==> config.mk <==
export PLATFORM = sky130hd
export DESIGN_NAME = stamofu_misaligned_splitter_flat
export DESIGN_NICKNAME = d
export VERILOG_FILES = /design/src/rtl/core_types_pkg.sv /design/src/rtl/stamofu_misaligned_splitter_pkg.sv /design/src/rtl/stamofu_misaligned_splitter_if.sv /design/src/rtl/stamofu_split_lane_shift.sv /design/src/rtl/stamofu_misaligned_splitter.sv /design/src/flat_wrapper.sv
export SDC_FILE = /design/constraint.sdc
export NUM_CORES = 1
export LEC_CHECK = 0
export BUFFER_PORTS_ARGS = -buffer_cell sky130_fd_sc_hd__buf_2
export CAP_MARGIN = 20
export CORE_UTILIZATION = 42
export DETAILED_ROUTE_END_ITERATION = 16
export PLACE_DENSITY_LB_ADDON = 0.25
export SYNTH_ARGS = -nofsm -noshare
export SYNTH_HDL_FRONTEND = slang
export SYNTH_SLANG_ARGS = --single-unit
==> constraint.sdc <==
create_clock -name CLK -period 9.2 [get_ports CLK]
set_input_delay 1.84 -clock CLK [delete_from_list [all_inputs] [get_ports CLK]]
set_output_delay 1.84 -clock CLK [all_outputs]
set_load 0.005 [all_outputs]
==> src/rtl/core_types_pkg.sv <==
// Core-wide width definitions shared by the store/AMO/fence path.
package core_types_pkg;
  localparam int unsigned VPN_WIDTH              = 20;
  localparam int unsigned PO_WIDTH               = 12;
  localparam int unsigned LOG_STAMOFU_CQ_ENTRIES = 4;
endpackage

==> src/rtl/stamofu_misaligned_splitter_pkg.sv <==
// Shared types for the misaligned store splitter: FSM state and access-size codes.
package stamofu_misaligned_splitter_pkg;
  typedef enum logic [1:0] {
    ST_EMPTY  = 2'd0,
    ST_SINGLE = 2'd1,
    ST_FIRST  = 2'd2,
    ST_SECOND = 2'd3
  } stamofu_split_state_t;

  // op[1:0] access size encodings
  localparam logic [1:0] SIZE_B = 2'd0;
  localparam logic [1:0] SIZE_H = 2'd1;
  localparam logic [1:0] SIZE_W = 2'd2;
endpackage

==> src/rtl/stamofu_misaligned_splitter_if.sv <==
// Handshake bundle between the address pipeline REQ stage, the splitter and
// the dTLB/dcache request port.
//   REQ_*  : op offered by the address pipeline, REQ_ack returned by splitter
//   dreq_* : word-granular request issued by splitter, dreq_ready returned
// Modports: slave  = splitter view (consumes REQ, produces dreq)
//           master = surrounding pipeline view
interface stamofu_misaligned_splitter_if;
  import core_types_pkg::*;

  logic                              REQ_valid;
  logic                              REQ_is_store;
  logic                              REQ_is_amo;
  logic                              REQ_is_fence;
  logic [3:0]                        REQ_op;
  logic                              REQ_is_mq;
  logic                              REQ_misaligned;
  logic                              REQ_misaligned_exception;
  logic [VPN_WIDTH-1:0]              REQ_VPN;
  logic [PO_WIDTH-3:0]               REQ_PO_word;
  logic [3:0]                        REQ_byte_mask;
  logic [31:0]                       REQ_write_data;
  logic [LOG_STAMOFU_CQ_ENTRIES-1:0] REQ_cq_index;
  logic                              REQ_ack;

  logic                              dreq_valid;
  logic                              dreq_is_store;
  logic                              dreq_is_amo;
  logic                              dreq_is_fence;
  logic [3:0]                        dreq_op;
  logic                              dreq_is_mq;
  logic                              dreq_misaligned_exception;
  logic                              dreq_is_second;
  logic [VPN_WIDTH-1:0]              dreq_VPN;
  logic [PO_WIDTH-3:0]               dreq_PO_word;
  logic [3:0]                        dreq_byte_mask;
  logic [31:0]                       dreq_write_data;
  logic [LOG_STAMOFU_CQ_ENTRIES-1:0] dreq_cq_index;
  logic                              dreq_ready;

  modport slave (
    input  REQ_valid, REQ_is_store, REQ_is_amo, REQ_is_fence, REQ_op, REQ_is_mq,
           REQ_misaligned, REQ_misaligned_exception, REQ_VPN, REQ_PO_word,
           REQ_byte_mask, REQ_write_data, REQ_cq_index,
    output REQ_ack,
    output dreq_valid, dreq_is_store, dreq_is_amo, dreq_is_fence, dreq_op,
           dreq_is_mq, dreq_misaligned_exception, dreq_is_second, dreq_VPN,
           dreq_PO_word, dreq_byte_mask, dreq_write_data, dreq_cq_index,
    input  dreq_ready
  );

  modport master (
    output REQ_valid, REQ_is_store, REQ_is_amo, REQ_is_fence, REQ_op, REQ_is_mq,
           REQ_misaligned, REQ_misaligned_exception, REQ_VPN, REQ_PO_word,
           REQ_byte_mask, REQ_write_data, REQ_cq_index,
    input  REQ_ack,
    input  dreq_valid, dreq_is_store, dreq_is_amo, dreq_is_fence, dreq_op,
           dreq_is_mq, dreq_misaligned_exception, dreq_is_second, dreq_VPN,
           dreq_PO_word, dreq_byte_mask, dreq_write_data, dreq_cq_index,
    output dreq_ready
  );
endinterface

==> src/rtl/stamofu_split_lane_shift.sv <==
// Combinational byte-lane alignment for a store.
//   byte_mask_i   : first-word byte mask
//   size_i        : access size (op[1:0])
//   write_data_i  : unshifted store data
//   first_mask_o / first_data_o   : first (or only) word mask and lane-aligned data
//   second_mask_o / second_data_o : spill-over word mask and data for a split
module stamofu_split_lane_shift
  import stamofu_misaligned_splitter_pkg::*;
(
  input  logic [3:0]  byte_mask_i,
  input  logic [1:0]  size_i,
  input  logic [31:0] write_data_i,
  output logic [3:0]  first_mask_o,
  output logic [31:0] first_data_o,
  output logic [3:0]  second_mask_o,
  output logic [31:0] second_data_o
);
  logic [1:0] k;
  logic [4:0] shl;
  logic [5:0] shr;

  // k = lowest enabled byte lane
  always_comb begin
    k = 2'd0;
    if      (byte_mask_i[0]) k = 2'd0;
    else if (byte_mask_i[1]) k = 2'd1;
    else if (byte_mask_i[2]) k = 2'd2;
    else if (byte_mask_i[3]) k = 2'd3;
  end

  assign shl = {k, 3'b000};
  // k=0 gives a shift of 32, which leaves no spill-over bytes
  assign shr = 6'd32 - {1'b0, shl};

  assign first_mask_o  = byte_mask_i;
  assign first_data_o  = write_data_i << shl;
  assign second_mask_o = (size_i == SIZE_H) ? 4'b0001 : ~byte_mask_i;
  assign second_data_o = write_data_i >> shr;
endmodule

==> src/rtl/stamofu_misaligned_splitter.sv <==
// Splits misaligned stores from the store/AMO/fence address pipeline into two
// word-granular dTLB/dcache requests; everything else passes through as one.
//   CLK, RST    : clock, asynchronous active-high reset
//   bus         : REQ_* in / REQ_ack out, dreq_* out / dreq_ready in
//   split_count : saturating count of split stores issued
module stamofu_misaligned_splitter
  import core_types_pkg::*;
  import stamofu_misaligned_splitter_pkg::*;
#(
  parameter int unsigned SPLIT_COUNT_WIDTH = 16
) (
  input  logic                         CLK,
  input  logic                         RST,
  stamofu_misaligned_splitter_if.slave bus,
  output logic [SPLIT_COUNT_WIDTH-1:0] split_count
);
  localparam logic [VPN_WIDTH-1:0] VPN_ONE     = 1;
  localparam logic [PO_WIDTH-3:0]  PO_WORD_ONE = 1;

  stamofu_split_state_t state_q, state_d;
  logic [SPLIT_COUNT_WIDTH-1:0] split_count_q, split_count_d;

  logic req_ack, accept, advance, is_split;

  logic                              dreq_is_store_q;
  logic                              dreq_is_amo_q;
  logic                              dreq_is_fence_q;
  logic [3:0]                        dreq_op_q;
  logic                              dreq_is_mq_q;
  logic                              dreq_exc_q;
  logic                              dreq_is_second_q;
  logic [VPN_WIDTH-1:0]              dreq_VPN_q;
  logic [PO_WIDTH-3:0]               dreq_PO_word_q;
  logic [3:0]                        dreq_byte_mask_q;
  logic [31:0]                       dreq_write_data_q;
  logic [LOG_STAMOFU_CQ_ENTRIES-1:0] dreq_cq_index_q;

  // second-half mask/data captured at accept, presented after FIRST completes
  logic [3:0]  sec_mask_q;
  logic [31:0] sec_data_q;

  logic [3:0]  first_mask, second_mask;
  logic [31:0] first_data, second_data;

  stamofu_split_lane_shift u_lane_shift (
    .byte_mask_i   (bus.REQ_byte_mask),
    .size_i        (bus.REQ_op[1:0]),
    .write_data_i  (bus.REQ_write_data),
    .first_mask_o  (first_mask),
    .first_data_o  (first_data),
    .second_mask_o (second_mask),
    .second_data_o (second_data)
  );

  assign is_split = bus.REQ_misaligned & ~bus.REQ_misaligned_exception
                  & ~bus.REQ_is_fence & ~bus.REQ_is_amo;

  always_comb begin
    state_d = state_q;
    req_ack = 1'b0;
    unique case (state_q)
      ST_EMPTY:             req_ack = 1'b1;
      ST_SINGLE, ST_SECOND: req_ack = bus.dreq_ready;
      ST_FIRST:             req_ack = 1'b0;
      default:              req_ack = 1'b0;
    endcase
    accept  = bus.REQ_valid & req_ack;
    advance = (state_q == ST_FIRST) & bus.dreq_ready;
    if (accept) begin
      state_d = is_split ? ST_FIRST : ST_SINGLE;
    end else if ((state_q != ST_EMPTY) && bus.dreq_ready) begin
      state_d = (state_q == ST_FIRST) ? ST_SECOND : ST_EMPTY;
    end
    split_count_d = split_count_q;
    if (advance && !(&split_count_q)) begin
      split_count_d = split_count_q + 1'b1;
    end
  end

  always_ff @(posedge CLK or posedge RST) begin
    if (RST) begin
      state_q       <= ST_EMPTY;
      split_count_q <= '0;
    end else begin
      state_q       <= state_d;
      split_count_q <= split_count_d;
    end
  end

  always_ff @(posedge CLK or posedge RST) begin
    if (RST) begin
      dreq_is_store_q   <= 1'b0;
      dreq_is_amo_q     <= 1'b0;
      dreq_is_fence_q   <= 1'b0;
      dreq_op_q         <= '0;
      dreq_is_mq_q      <= 1'b0;
      dreq_exc_q        <= 1'b0;
      dreq_is_second_q  <= 1'b0;
      dreq_VPN_q        <= '0;
      dreq_PO_word_q    <= '0;
      dreq_byte_mask_q  <= '1;
      dreq_write_data_q <= '0;
      dreq_cq_index_q   <= '0;
      sec_mask_q        <= '0;
      sec_data_q        <= '0;
    end else if (accept) begin
      dreq_is_store_q   <= bus.REQ_is_store;
      dreq_is_amo_q     <= bus.REQ_is_amo;
      dreq_is_fence_q   <= bus.REQ_is_fence;
      dreq_op_q         <= bus.REQ_op;
      dreq_is_mq_q      <= bus.REQ_is_mq;
      dreq_exc_q        <= bus.REQ_misaligned_exception;
      dreq_is_second_q  <= 1'b0;
      dreq_VPN_q        <= bus.REQ_VPN;
      dreq_PO_word_q    <= bus.REQ_PO_word;
      dreq_byte_mask_q  <= first_mask;
      dreq_write_data_q <= first_data;
      dreq_cq_index_q   <= bus.REQ_cq_index;
      sec_mask_q        <= second_mask;
      sec_data_q        <= second_data;
    end else if (advance) begin
      // next word; a wrap of the word index crosses into the next page
      dreq_is_mq_q      <= 1'b1;
      dreq_is_second_q  <= 1'b1;
      dreq_PO_word_q    <= dreq_PO_word_q + PO_WORD_ONE;
      if (&dreq_PO_word_q) begin
        dreq_VPN_q <= dreq_VPN_q + VPN_ONE;
      end
      dreq_byte_mask_q  <= sec_mask_q;
      dreq_write_data_q <= sec_data_q;
    end
  end

  assign bus.REQ_ack                   = req_ack;
  assign bus.dreq_valid                = (state_q != ST_EMPTY);
  assign bus.dreq_is_store             = dreq_is_store_q;
  assign bus.dreq_is_amo               = dreq_is_amo_q;
  assign bus.dreq_is_fence             = dreq_is_fence_q;
  assign bus.dreq_op                   = dreq_op_q;
  assign bus.dreq_is_mq                = dreq_is_mq_q;
  assign bus.dreq_misaligned_exception = dreq_exc_q;
  assign bus.dreq_is_second            = dreq_is_second_q;
  assign bus.dreq_VPN                  = dreq_VPN_q;
  assign bus.dreq_PO_word              = dreq_PO_word_q;
  assign bus.dreq_byte_mask            = dreq_byte_mask_q;
  assign bus.dreq_write_data           = dreq_write_data_q;
  assign bus.dreq_cq_index             = dreq_cq_index_q;
  assign split_count                   = split_count_q;
endmodule

==> src/flat_wrapper.sv <==
// flat-port wrapper written by rule: the top's interface ports become plain ports
module stamofu_misaligned_splitter_flat import core_types_pkg::*; import stamofu_misaligned_splitter_pkg::*;
#(
  parameter int unsigned SPLIT_COUNT_WIDTH = 16
)
  (CLK, RST, split_count, bus_REQ_valid, bus_REQ_is_store, bus_REQ_is_amo, bus_REQ_is_fence, bus_REQ_op, bus_REQ_is_mq, bus_REQ_misaligned, bus_REQ_misaligned_exception, bus_REQ_VPN, bus_REQ_PO_word, bus_REQ_byte_mask, bus_REQ_write_data, bus_REQ_cq_index, bus_REQ_ack, bus_dreq_valid, bus_dreq_is_store, bus_dreq_is_amo, bus_dreq_is_fence, bus_dreq_op, bus_dreq_is_mq, bus_dreq_misaligned_exception, bus_dreq_is_second, bus_dreq_VPN, bus_dreq_PO_word, bus_dreq_byte_mask, bus_dreq_write_data, bus_dreq_cq_index, bus_dreq_ready);
  stamofu_misaligned_splitter_if bus_i ();
  input  logic CLK;
  input  logic RST;
  output logic [SPLIT_COUNT_WIDTH-1:0] split_count;
  input wire logic [$bits(bus_i.REQ_valid)-1:0] bus_REQ_valid;
  input wire logic [$bits(bus_i.REQ_is_store)-1:0] bus_REQ_is_store;
  input wire logic [$bits(bus_i.REQ_is_amo)-1:0] bus_REQ_is_amo;
  input wire logic [$bits(bus_i.REQ_is_fence)-1:0] bus_REQ_is_fence;
  input wire logic [$bits(bus_i.REQ_op)-1:0] bus_REQ_op;
  input wire logic [$bits(bus_i.REQ_is_mq)-1:0] bus_REQ_is_mq;
  input wire logic [$bits(bus_i.REQ_misaligned)-1:0] bus_REQ_misaligned;
  input wire logic [$bits(bus_i.REQ_misaligned_exception)-1:0] bus_REQ_misaligned_exception;
  input wire logic [$bits(bus_i.REQ_VPN)-1:0] bus_REQ_VPN;
  input wire logic [$bits(bus_i.REQ_PO_word)-1:0] bus_REQ_PO_word;
  input wire logic [$bits(bus_i.REQ_byte_mask)-1:0] bus_REQ_byte_mask;
  input wire logic [$bits(bus_i.REQ_write_data)-1:0] bus_REQ_write_data;
  input wire logic [$bits(bus_i.REQ_cq_index)-1:0] bus_REQ_cq_index;
  output wire logic [$bits(bus_i.REQ_ack)-1:0] bus_REQ_ack;
  output wire logic [$bits(bus_i.dreq_valid)-1:0] bus_dreq_valid;
  output wire logic [$bits(bus_i.dreq_is_store)-1:0] bus_dreq_is_store;
  output wire logic [$bits(bus_i.dreq_is_amo)-1:0] bus_dreq_is_amo;
  output wire logic [$bits(bus_i.dreq_is_fence)-1:0] bus_dreq_is_fence;
  output wire logic [$bits(bus_i.dreq_op)-1:0] bus_dreq_op;
  output wire logic [$bits(bus_i.dreq_is_mq)-1:0] bus_dreq_is_mq;
  output wire logic [$bits(bus_i.dreq_misaligned_exception)-1:0] bus_dreq_misaligned_exception;
  output wire logic [$bits(bus_i.dreq_is_second)-1:0] bus_dreq_is_second;
  output wire logic [$bits(bus_i.dreq_VPN)-1:0] bus_dreq_VPN;
  output wire logic [$bits(bus_i.dreq_PO_word)-1:0] bus_dreq_PO_word;
  output wire logic [$bits(bus_i.dreq_byte_mask)-1:0] bus_dreq_byte_mask;
  output wire logic [$bits(bus_i.dreq_write_data)-1:0] bus_dreq_write_data;
  output wire logic [$bits(bus_i.dreq_cq_index)-1:0] bus_dreq_cq_index;
  input wire logic [$bits(bus_i.dreq_ready)-1:0] bus_dreq_ready;
  assign bus_i.REQ_valid = bus_REQ_valid;
  assign bus_i.REQ_is_store = bus_REQ_is_store;
  assign bus_i.REQ_is_amo = bus_REQ_is_amo;
  assign bus_i.REQ_is_fence = bus_REQ_is_fence;
  assign bus_i.REQ_op = bus_REQ_op;
  assign bus_i.REQ_is_mq = bus_REQ_is_mq;
  assign bus_i.REQ_misaligned = bus_REQ_misaligned;
  assign bus_i.REQ_misaligned_exception = bus_REQ_misaligned_exception;
  assign bus_i.REQ_VPN = bus_REQ_VPN;
  assign bus_i.REQ_PO_word = bus_REQ_PO_word;
  assign bus_i.REQ_byte_mask = bus_REQ_byte_mask;
  assign bus_i.REQ_write_data = bus_REQ_write_data;
  assign bus_i.REQ_cq_index = bus_REQ_cq_index;
  assign bus_REQ_ack = bus_i.REQ_ack;
  assign bus_dreq_valid = bus_i.dreq_valid;
  assign bus_dreq_is_store = bus_i.dreq_is_store;
  assign bus_dreq_is_amo = bus_i.dreq_is_amo;
  assign bus_dreq_is_fence = bus_i.dreq_is_fence;
  assign bus_dreq_op = bus_i.dreq_op;
  assign bus_dreq_is_mq = bus_i.dreq_is_mq;
  assign bus_dreq_misaligned_exception = bus_i.dreq_misaligned_exception;
  assign bus_dreq_is_second = bus_i.dreq_is_second;
  assign bus_dreq_VPN = bus_i.dreq_VPN;
  assign bus_dreq_PO_word = bus_i.dreq_PO_word;
  assign bus_dreq_byte_mask = bus_i.dreq_byte_mask;
  assign bus_dreq_write_data = bus_i.dreq_write_data;
  assign bus_dreq_cq_index = bus_i.dreq_cq_index;
  assign bus_i.dreq_ready = bus_dreq_ready;
  stamofu_misaligned_splitter #(.SPLIT_COUNT_WIDTH(SPLIT_COUNT_WIDTH)) u_core (.CLK(CLK), .RST(RST), .bus(bus_i), .split_count(split_count));
endmodule
==> results.py, run 1 <==
metrics = {
    "placement": {
        "placed_cell_area_sq_um": 7955,
        "place.gp.congestion": 0.8196,
        "hpwl_um": 13270,
        "numPortBuffers": 181,
    },
    "finish": {
        "fin_nets": 962,
        "nFillCells": 1480,
        "drive_gt1_frac": 0.2864,
        "area_delta_synth_final_pct": 23.63,
        "register_area_sq_um": 3358,
        "multiInputGateArea_sq_um": 3348,
        "final_area_sq_um": 8517,
        "n_antenna_cell": 0,
    },
    "clocking": {
        "clockBufferDepth": 2,
        "clock_latency_ps": 420,
        "clock_sinks": 134,
        "holdBufCountCts": 0,
        "root_buffer": "clkbuf_16",
        "cts-htree-levels": 4,
        "ctsResizeCount": 0,
        "cts_setup_buffers": 0,
        "clkTransAtPathRegs_ps": 60,
        "cts_inserted_buffers": 17,
        "cts_tree": "yes",
    },
    "global_routing": {
        "grt_pass1_vias": 5652,
        "antenna_found_initial": 0,
        "grt_pass1_wl_um": 30170,
        "overflow": 0,
        "grt_max_degree": 86,
        "grt.total_usage": 0.2326,
    },
    "worst_setup_path": {
        "crit_slowest_cell": "or3_1",
        "worst-r2r-cell-count": 5,
        "path_depth": 8,
        "worst_ep_arrival_time_ps": 5110,
        "worstSetupEndpointType": "flop",
        "startpoint_type": "input pin",
        "critical_path_class": "input pin to flop",
        "crit_buf_inv": 2,
        "worstPathRequired_ps": 9550,
        "cp_cell_sequence": "buf_2 -> nor2b_1 -> o21ba_2 -> inv_2 -> ha_1 -> or3_1 -> nor2_4 -> a22o_1",
        "cp_slowest_stage_delay_ps": 720,
        "critical_path.top_delay_family": "simple AND/OR/NAND/NOR gates",
        "worstPathMaxFanout": 30,
    },
    "timing": {
        "finalCritPeriodShare": 0.5178,
        "post-route-min-period_ps": 4764,
        "timing.final.max_slew_violations": 0,
        "setup_viol": 0,
        "rsz0062_at_grt": "no",
        "hold_viol_final": 0,
        "slew_headroom": 0.4056,
        "skew_ps": 8.465,
        "tightest_slew_ps": 891.6,
        "max_freq_ghz": 0.2099,
        "fin_setup_tns_ps": 0,
    },
    "floorplan": {
        "dieArea_sq_um": 16920,
        "die_h_um": 130.1,
        "core_area_sq_um": 15940,
        "io_pins": 182,
        "die_w_um": 130.1,
        "row_count": 46,
        "start_util": 0.4321,
    },
    "synthesis": {
        "synthFlopType": "dfrtp_1",
        "yosysSeqAreaShare": 0.4875,
        "ys_ff_latch": 134,
        "synthesis.area_sq_um": 6889,
        "synth.most_common_cell": "nand2_1",
        "yosysTopAreaCellShare": 0.4722,
        "yosys-top-cells-area": "dfrtp_1 47%, nand2_1 7.2%, mux2i_1 7.1%, nor2_1 2.7%, a21oi_1 2.6%",
        "syn_inst": 710,
        "yosysWarnings": 0,
        "synth_cell_types": 70,
        "yosysTopAreaCell": "dfrtp_1",
        "async_flop_share": 1.000,
        "avgSynthCellArea_sq_um": 9.703,
        "syn_nets": 798,
        "synth_commonest_cells": "132 x nand2_1, 130 x dfrtp_1, 50 x nor2_1",
        "synth_edf_count": 0,
    },
    "drt": {
        "drc_errors": 0,
        "viasPerCell": 5.598,
        "initialDrtViolationCount": 324,
        "wire_per_inst_um": 17.46,
        "vias": 6175,
        "wl_um": 19250,
        "ant_nets": 0,
        "dr.pass1.iters": 5,
    },
    "min_path": {
        "hold_path.class": "flop to flop",
        "min_path_cells": 2,
    },
    "pwr": {
        "vdd_drop_max_v": 0.0001271,
        "leakage_uw": 0.004016,
        "pwr_density_cell_nw_per_um2": 213.7,
    },
    "status": {
        "status": "complete, no violations",
    },
    "run": {
        "maxCapViolations": 0,
    },
}
## state kept, by name, indices dropped and copies added (netlist names), 2 cells and up
register	flops
u_core.split_count	16
u_core.state_q	2
u_core.bus.dreq_op	4
u_core.bus.dreq_cq_index	4
u_core.bus.dreq_PO_word	10
u_core.bus.dreq_write_data	32
u_core.sec_mask_q	4
u_core.sec_data_q	32
u_core.bus.dreq_byte_mask	4
u_core.bus.dreq_VPN	20
## layout make-up
cell class | instances | area share
Clock inverter | 12 | 0.01234
Clock buffer | 20 | 0.05362
Tap cell | 216 | 0.03173
Timing Repair Buffer | 186 | 0.1108
Multi-Input combinational cell | 527 | 0.3931
Inverter | 8 | 0.004113
Sequential cell | 134 | 0.3943
## worst reg2reg max path, cell delays in order, from the launching register on
cell and delay, ps:
dfrtp_1 460, nand3b_2 670, nor4_2 840, nand4_1 190, xor2_1 170, o21ai_1 70
## layer usage
metal,part of all wire,up-vias,routed length [um],track usage
met3,0.055,30,1067,0.04592
met5,0,-,0,0
met2,0.47,221,9104,0.3673
met4,0.019,0,359,0.08755
li1,-,2927,-,-
met1,0.45,2997,8722,0.3161
## layout by cell type, fill, tap and decap left out, drive strengths merged, types with 3 or more instances in the layout
master / n
nand3: 20
o211ai: 3
a221o: 9
ha: 4
inv: 8
xor2: 11
a21oi: 36
nor2: 53
o21ai: 46
dfstp: 4
xnor2: 13
and2: 3
buf: 186
clkbuf: 20
and3: 6
o22a: 6
nand2: 132
clkinvlp: 5
a211oi: 3
o221a: 8
a21o: 6
nand4: 17
or2: 3
nor3: 10
a31oi: 13
dfrtp: 130
mux2i: 49
a221oi: 8
o31ai: 5
a22o: 18
o21a: 3
clkinv: 6
o22ai: 6
## path summary, 6_finish.rpt
path / from / end / slack [ps]
worst max-delay path: bus_REQ_byte_mask[3] / u_core.sec_data_q[31]$_DFFE_PP0P_ / 4440
worst max register to register: u_core.state_q[0]$_DFFE_PP0P_ / u_core.bus.dreq_VPN[12]$_DFFE_PP0P_ / 6680
worst min-delay path: u_core.bus.dreq_is_store$_DFFE_PP0P_ / u_core.bus.dreq_is_store$_DFFE_PP0P_ / 470
worst min register to register: u_core.bus.dreq_is_store$_DFFE_PP0P_ / u_core.bus.dreq_is_store$_DFFE_PP0P_ / 470
min in group asynchronous: RST / u_core.bus.dreq_write_data[9]$_DFFE_PP0P_ / 1540
max in group asynchronous: RST / u_core.bus.dreq_VPN[18]$_DFFE_PP0P_ / 6430
## power breakdown
group,total [uW],switching (uW),internal [uW]
Sequential,781,86.5,695
Combinational,392,215,177
Clock,646,262,384
## through the flow
step / utilization / power [uW] / instances / hold slack (ps) / setup slack [ps]
after global routing: 0.5342 / 1918 / 1103 / 499.0 / 4226
after CTS: 0.5342 / 1833 / 1103 / 472.9 / 4464
after floorplan: - / 1005 / 710 / 448.4 / 3784
after detailed placement: 0.4990 / 1184 / 1071 / 458.9 / 4049
after global placement: 0.4990 / 1177 / 1071 / 453.8 / 4099
final: 0.5342 / 1820 / 1103 / 471.0 / 4436
## cells by family after synthesis
| family | after synthesis | share of synthesized area |
|---|---|---|
| xor gates and xnor gates | 24 | 0.03051 |
| buffers and inverters | 49 | 0.02942 |
| and+or+nand+nor | 262 | 0.1820 |
| adders and majority gates | 4 | 0.007265 |
| AOI/OAI and AO/OA | 186 | 0.1873 |
| muxes | 51 | 0.07610 |
| DFF | 134 | 0.4875 |
Note: power is estimated with default switching activity, not from simulation.
==> run 2: changes to the inputs <==
==> constraint.sdc (replaced) <==
create_clock -name CLK -period 5 [get_ports CLK]
set_input_delay 1 -clock CLK [delete_from_list [all_inputs] [get_ports CLK]]
set_output_delay 1 -clock CLK [all_outputs]
set_load 0.005 [all_outputs]
==> run 2 against run 1 <==
Register-to-register slack got worse by 4300 ps. Combinational power rose by 86%. Via count is 0.52% higher. Largest power group unchanged. Worst setup slack got worse by 2700 ps. Final cell count rose by 0.18%. Die area unchanged. Hold slack about the same.
==> results.py, run 2 (synthesis gave the netlist of run 1 again) <==
metrics = {
    "status": {
        "status": "complete, no violations",
    },
    "finish": {
        "final_cell_mix": "181 x buf_2, 132 x nand2_1, 130 x dfrtp_1",
        "final_common_cell": "buf_2",
        "n_antenna_cell": 0,
        "final_area_sq_um": 8536,
        "fin_nets": 965,
        "nFillCells": 1512,
        "drive_gt1_frac": 0.2835,
        "area_delta_synth_final_pct": 23.90,
    },
    "timing": {
        "rsz0062_at_grt": "no",
        "timing.final.max_slew_violations": 0,
        "max_freq_ghz": 0.3102,
        "finalCritPeriodShare": 0.6448,
        "fin_setup_tns_ps": 0,
        "hold_viol_final": 0,
        "setup_ws_ps": 1776,
        "post-route-min-period_ps": 3224,
        "whs_ps": 471.0,
        "skew_ps": 7.668,
        "slew_headroom": 0.3786,
        "tightest_slew_ps": 932.1,
        "setup_viol": 0,
    },
    "worst_setup_path": {
        "worstPathRequired_ps": 5350,
        "worstPathMaxFanout": 24,
        "critical_path_class": "input pin to flop",
        "worst_ep_arrival_time_ps": 3580,
        "ff2ff_setup_slack_ps": 2420,
        "r2r-start": "u_core.state_q[0]$_DFFE_PP0P_",
        "worstSetupEndpointType": "flop",
        "reg2reg_to": "u_core.bus.dreq_VPN[10]$_DFFE_PP0P_",
        "worst-r2r-cell-count": 6,
        "startpoint_type": "input pin",
    },
    "floorplan": {
        "row_count": 46,
        "die_h_um": 130.1,
        "die_w_um": 130.1,
        "io_pins": 182,
        "start_util": 0.4321,
        "core_area_sq_um": 15940,
        "dieArea_sq_um": 16920,
    },
    "clocking": {
        "clock_latency_ps": 420,
        "cts_inserted_buffers": 17,
        "holdBufCountCts": 0,
        "clockBufferDepth": 2,
        "clkTransAtPathRegs_ps": 50,
        "ctsResizeCount": 0,
        "cts_setup_buffers": 0,
        "root_buffer": "clkbuf_16",
        "clock_sinks": 134,
        "cts_tree": "yes",
        "cts-htree-levels": 4,
    },
    "drt": {
        "drc_errors": 0,
        "vias": 6207,
        "viasPerCell": 5.617,
        "dr.pass1.iters": 5,
        "ant_nets": 0,
        "wire_per_inst_um": 17.94,
        "wl_um": 19820,
        "initialDrtViolationCount": 500,
    },
    "placement": {
        "hpwl_um": 13610,
        "place.gp.congestion": 0.8266,
        "numPortBuffers": 181,
        "placed_cell_area_sq_um": 7978,
        "dp_slack_ps": 1402,
    },
    "pwr": {
        "pwr_density_cell_nw_per_um2": 392.9,
        "vdd_drop_max_v": 0.0002776,
        "leakage_uw": 0.004043,
    },
    "global_routing": {
        "grt_max_degree": 82,
        "antenna_found_initial": 0,
        "overflow": 0,
        "grt_pass1_wl_um": 30350,
        "grt_pass1_vias": 5709,
        "grt.total_usage": 0.2368,
    },
    "min_path": {
        "min_path_cells": 2,
        "min_to": "u_core.bus.dreq_cq_index[2]$_DFFE_PP0P_",
        "hp-start": "u_core.bus.dreq_cq_index[2]$_DFFE_PP0P_",
        "hold_path.class": "flop to flop",
    },
    "run": {
        "maxCapViolations": 0,
    },
}
[run 2: metrics by stage]
step	utilization	total power, uW	std cells
final	0.5354	3353	1105
after global routing	0.5354	3533	1105
after detailed placement	0.5004	2184	1074
after global placement	0.5004	2171	1074
after CTS	0.5354	3382	1105
after floorplan	-	1850	710
[run 2: worst max-delay path: stages]
cell and delay (ps):
buf_2 120, nor2_1 130, o21a_1 150, buf_4 310
inv_1 100, ha_1 480, or3_1 760, nor2_4 340
a22o_1 170
[run 2: final cells by class]
type,instances,area (sq um),area share
Clock buffer,27,513.0,0.06010
Clock inverter,4,45.04,0.005277
Inverter,8,35.03,0.004104
Multi-Input combinational cell,527,3348,0.3923
Sequential cell,134,3358,0.3934
Tap cell,216,270.3,0.03166
Timing Repair Buffer,189,965.9,0.1132
[run 2: power breakdown]
| part | switching [uW] | internal (uW) |
|---|---|---|
| clock | 443 | 745 |
| combinational | 403 | 327 |
| sequential | 156 | 1280 |
[run 2: how the worst max path moves through the flow]
stage / depth (start not counted) / end / slack (ps) / startpoint
2_1_floorplan: 1 / u_core.bus.dreq_PO_word[0]$_DFFE_PP0P_ / 420 / RST
3_3_place_gp: 9 / u_core.sec_data_q[27]$_DFFE_PP0P_ / 1450 / bus_REQ_byte_mask[0]
3_5_place_dp: 9 / u_core.sec_data_q[30]$_DFFE_PP0P_ / 1400 / bus_REQ_byte_mask[0]
4_1_cts: 9 / u_core.sec_data_q[30]$_DFFE_PP0P_ / 1830 / bus_REQ_byte_mask[0]
5_1_grt: 9 / u_core.sec_data_q[30]$_DFFE_PP0P_ / 1650 / bus_REQ_byte_mask[0]
6_report: 9 / u_core.sec_data_q[30]$_DFFE_PP0P_ / 1780 / bus_REQ_byte_mask[0]
[run 2: per-layer routing]
layer	part of all wire	up-vias	global-route usage
met3	0.076	26	0.05494
met1	0.43	2990	0.3144
met2	0.47	267	0.3736
li1	-	2924	-
met5	0	-	0
met4	0.019	0	0.09439
==> run 3: changes to the inputs <==
--- a/config.mk
+++ b/config.mk
@@ -5,6 +5,7 @@
 export SDC_FILE = /design/constraint.sdc
 export NUM_CORES = 1
 export LEC_CHECK = 0
+export ABC_AREA = 1
 export BUFFER_PORTS_ARGS = -buffer_cell sky130_fd_sc_hd__buf_2
 export CAP_MARGIN = 20
 export CORE_UTILIZATION = 42
==> constraint.sdc (replaced) <==
create_clock -name CLK -period 2.85 [get_ports CLK]
set_input_delay 0.57 -clock CLK [delete_from_list [all_inputs] [get_ports CLK]]
set_output_delay 0.57 -clock CLK [all_outputs]
set_load 0.005 [all_outputs]
==> run 3 against run 2 <==
Area after synthesis grew 9.6%. Largest cell class is now multi-input combinational cells. Worst setup slack got worse by 1200 ps. Critical endpoint is now u_core.split_count[9]$_DFFE_PP0P_. Sequential power up 120%. Clock power up 68%. Wire length grew 11%. Via count rose by 21%. Synthesized cell count increased by 49%. Register-to-register slack got worse by 1900 ps.
==> results.py, run 3 <==
metrics = {
    "timing": {
        "skew_ps": 6.144,
        "slew_headroom": 0.4589,
        "hold_viol_final": 0,
        "rsz0062_at_grt": "no",
        "tightest_slew_ps": 810.5,
        "setup_viol": 0,
        "fin_setup_tns_ps": 0,
        "post-route-min-period_ps": 2298,
        "timing.final.max_slew_violations": 0,
        "max_freq_ghz": 0.4352,
        "whs_ps": 169.3,
        "finalCritPeriodShare": 0.8062,
    },
    "placement": {
        "hpwl_um": 15950,
        "numPortBuffers": 181,
        "place.gp.congestion": 0.9076,
    },
    "floorplan": {
        "io_pins": 182,
        "die_h_um": 136.1,
        "start_util": 0.4335,
        "dieArea_sq_um": 18520,
        "core_area_sq_um": 17420,
        "die_w_um": 136.1,
        "row_count": 48,
    },
    "worst_setup_path": {
        "critical_path_class": "flop to flop",
        "cp_cell_sequence": "ha_1 -> inv_1 -> nor2_2 -> inv_1 -> nor2_1 -> nand2_1 -> nand2_1 -> buf_4 -> inv_1 -> nand2_1 -> o21ai_2",
        "worstPathRequired_ps": 3140,
        "startpoint_type": "flop",
        "reg2reg_to": "u_core.split_count[9]$_DFFE_PP0P_",
        "crit_slowest_cell": "dfrtp_1",
        "worstSetupEndpointType": "flop",
        "worst_ep_arrival_time_ps": 2590,
        "ff2ff_setup_slack_ps": 550,
        "cp_slowest_stage_delay_ps": 440,
        "worst-r2r-cell-count": 11,
        "r2r-start": "u_core.split_count[0]$_DFFE_PP0P_",
        "worstPathMaxFanout": 20,
    },
    "synthesis": {
        "yosysTopAreaCellShare": 0.4309,
        "synthFlopType": "dfrtp_1",
        "yosysSeqAreaShare": 0.4448,
        "synth_commonest_cells": "367 x nand2_1, 130 x dfrtp_1, 108 x nor2_1",
        "synthesis.area_sq_um": 7550,
        "syn_nets": 1143,
        "syn_inst": 1055,
        "synth_cell_types": 37,
        "async_flop_share": 1.000,
        "ys_ff_latch": 134,
        "synth.most_common_cell": "nand2_1",
        "synth_edf_count": 0,
        "yosysTopAreaCell": "dfrtp_1",
        "yosys-top-cells-area": "dfrtp_1 43%, nand2_1 18%, nand3_1 6.4%, nor2_1 5.4%, o21ai_0 5.1%",
        "yosysWarnings": 0,
        "avgSynthCellArea_sq_um": 7.156,
    },
    "min_path": {
        "hold_path.class": "input pin to async pin",
    },
    "clocking": {
        "cts-htree-levels": 4,
        "clock_sinks": 134,
        "clockBufferDepth": 2,
        "clkTransAtPathRegs_ps": 60,
        "cts_inserted_buffers": 17,
        "cts_setup_buffers": 0,
        "root_buffer": "clkbuf_16",
        "holdBufCountCts": 0,
        "ctsResizeCount": 0,
        "cts_tree": "yes",
        "clock_latency_ps": 420,
    },
    "pwr": {
        "leakage_uw": 0.004821,
        "switching_share": 0.3741,
        "vdd_drop_max_v": 0.0004588,
        "pwr_density_cell_nw_per_um2": 853.5,
        "p_switching_uw": 2937,
        "p_int_uw": 4914,
        "seq_power_share": 0.409,
        "pwr-share-clk": 0.255,
        "p_comb_frac": 0.337,
    },
    "finish": {
        "fin_nets": 1317,
        "nFillCells": 1757,
        "area_delta_synth_final_pct": 21.84,
        "final_common_cell": "nand2_1",
        "register_area_sq_um": 3358,
        "drive_gt1_frac": 0.2134,
        "multiInputGateArea_sq_um": 3582,
        "n_antenna_cell": 0,
        "final_cell_mix": "366 x nand2_1, 181 x buf_2, 130 x dfrtp_1",
    },
    "global_routing": {
        "overflow": 0,
        "antenna_found_initial": 0,
        "grt_pass1_wl_um": 34710,
        "grt_pass1_vias": 6771,
        "grt.total_usage": 0.2442,
        "grt_max_degree": 70,
    },
    "status": {
        "status": "complete, no violations",
    },
    "drt": {
        "initialDrtViolationCount": 553,
        "ant_nets": 0,
        "wire_per_inst_um": 14.99,
        "vias": 7514,
        "wl_um": 21980,
        "viasPerCell": 5.122,
        "dr.pass1.iters": 5,
        "drc_errors": 0,
    },
    "run": {
        "maxCapViolations": 0,
    },
}
run 3: layer usage:
layer | global-route usage | vias to the layer above | routed length [um]
met3 | 0.03803 | 28 | 1176
met2 | 0.4016 | 226 | 10480
li1 | - | 3726 | -
met1 | 0.3255 | 3534 | 9961
met5 | 0 | - | 0
met4 | 0.08395 | 0 | 364
run 3: area by class of cell:
| type | instances | share of cell area |
|---|---|---|
| clock buffers | 23 | 0.05196 |
| multi-input cells | 780 | 0.3894 |
| inverters | 97 | 0.03999 |
| flip-flops and latches | 134 | 0.3651 |
| clock inverters | 9 | 0.005713 |
| well taps | 225 | 0.03060 |
| repair buffers | 199 | 0.1172 |
run 3: power by group through the flow:
stage | clock network [uW] | logic [uW] | registers (uW)
6_report | 2000 | 2640 | 3210
5_1_grt | 2110 | 3010 | 3320
4_1_cts | 2040 | 2670 | 3210
3_5_place_dp | 0 | 2660 | 3230
3_3_place_gp | 0 | 2610 | 3220
2_1_floorplan | 0 | 1580 | 3170
run 3: how the worst max path moves through the flow:
stage,start,end,depth (start not counted)
floorplan,RST,u_core.bus.dreq_PO_word[0]$_DFFE_PP0P_,1
global placement,bus_REQ_byte_mask[1],u_core.sec_data_q[9]$_DFFE_PP0P_,11
detailed placement,bus_REQ_byte_mask[1],u_core.sec_data_q[14]$_DFFE_PP0P_,11
CTS,u_core.split_count[0]$_DFFE_PP0P_,u_core.split_count[9]$_DFFE_PP0P_,11
global route,u_core.split_count[0]$_DFFE_PP0P_,u_core.split_count[9]$_DFFE_PP0P_,11
finish,u_core.split_count[0]$_DFFE_PP0P_,u_core.split_count[9]$_DFFE_PP0P_,11
run 3: kinds of logic (layout without fill, tap and decap cells):
family,after synthesis,after routing,share of synthesized area
compound gates,136,136,0.1026
simple gates,628,628,0.3503
buf+inv,141,328,0.08170
fa+ha+maj,4,4,0.006629
xor+xnor,12,12,0.01392
flops,134,134,0.4448
run 3: critical path: cells and delay by family, from the launching register on:
| kind | cells | cell delay, ps |
|---|---|---|
| AO/OA/AOI/OAI | 1 | 60 |
| flip-flops | 1 | 440 |
| adder cells (fa/ha/maj) | 1 | 280 |
| AND/OR/NAND/NOR | 5 | 680 |
| buffers and inverters | 4 | 690 |
run 3: through the flow:
stage	cells	instance area [sq um]	util	worst slack [ps]	power, uW
floorplan	1055	7553	-	618.1	4744
global placement	1435	8668	0.4977	494.7	5823
detailed placement	1435	8668	0.4977	410.5	5896
CTS	1467	9199	0.5282	565.3	7914
global route	1467	9199	0.5282	349.6	8434
finish	1467	9199	0.5282	552.2	7851
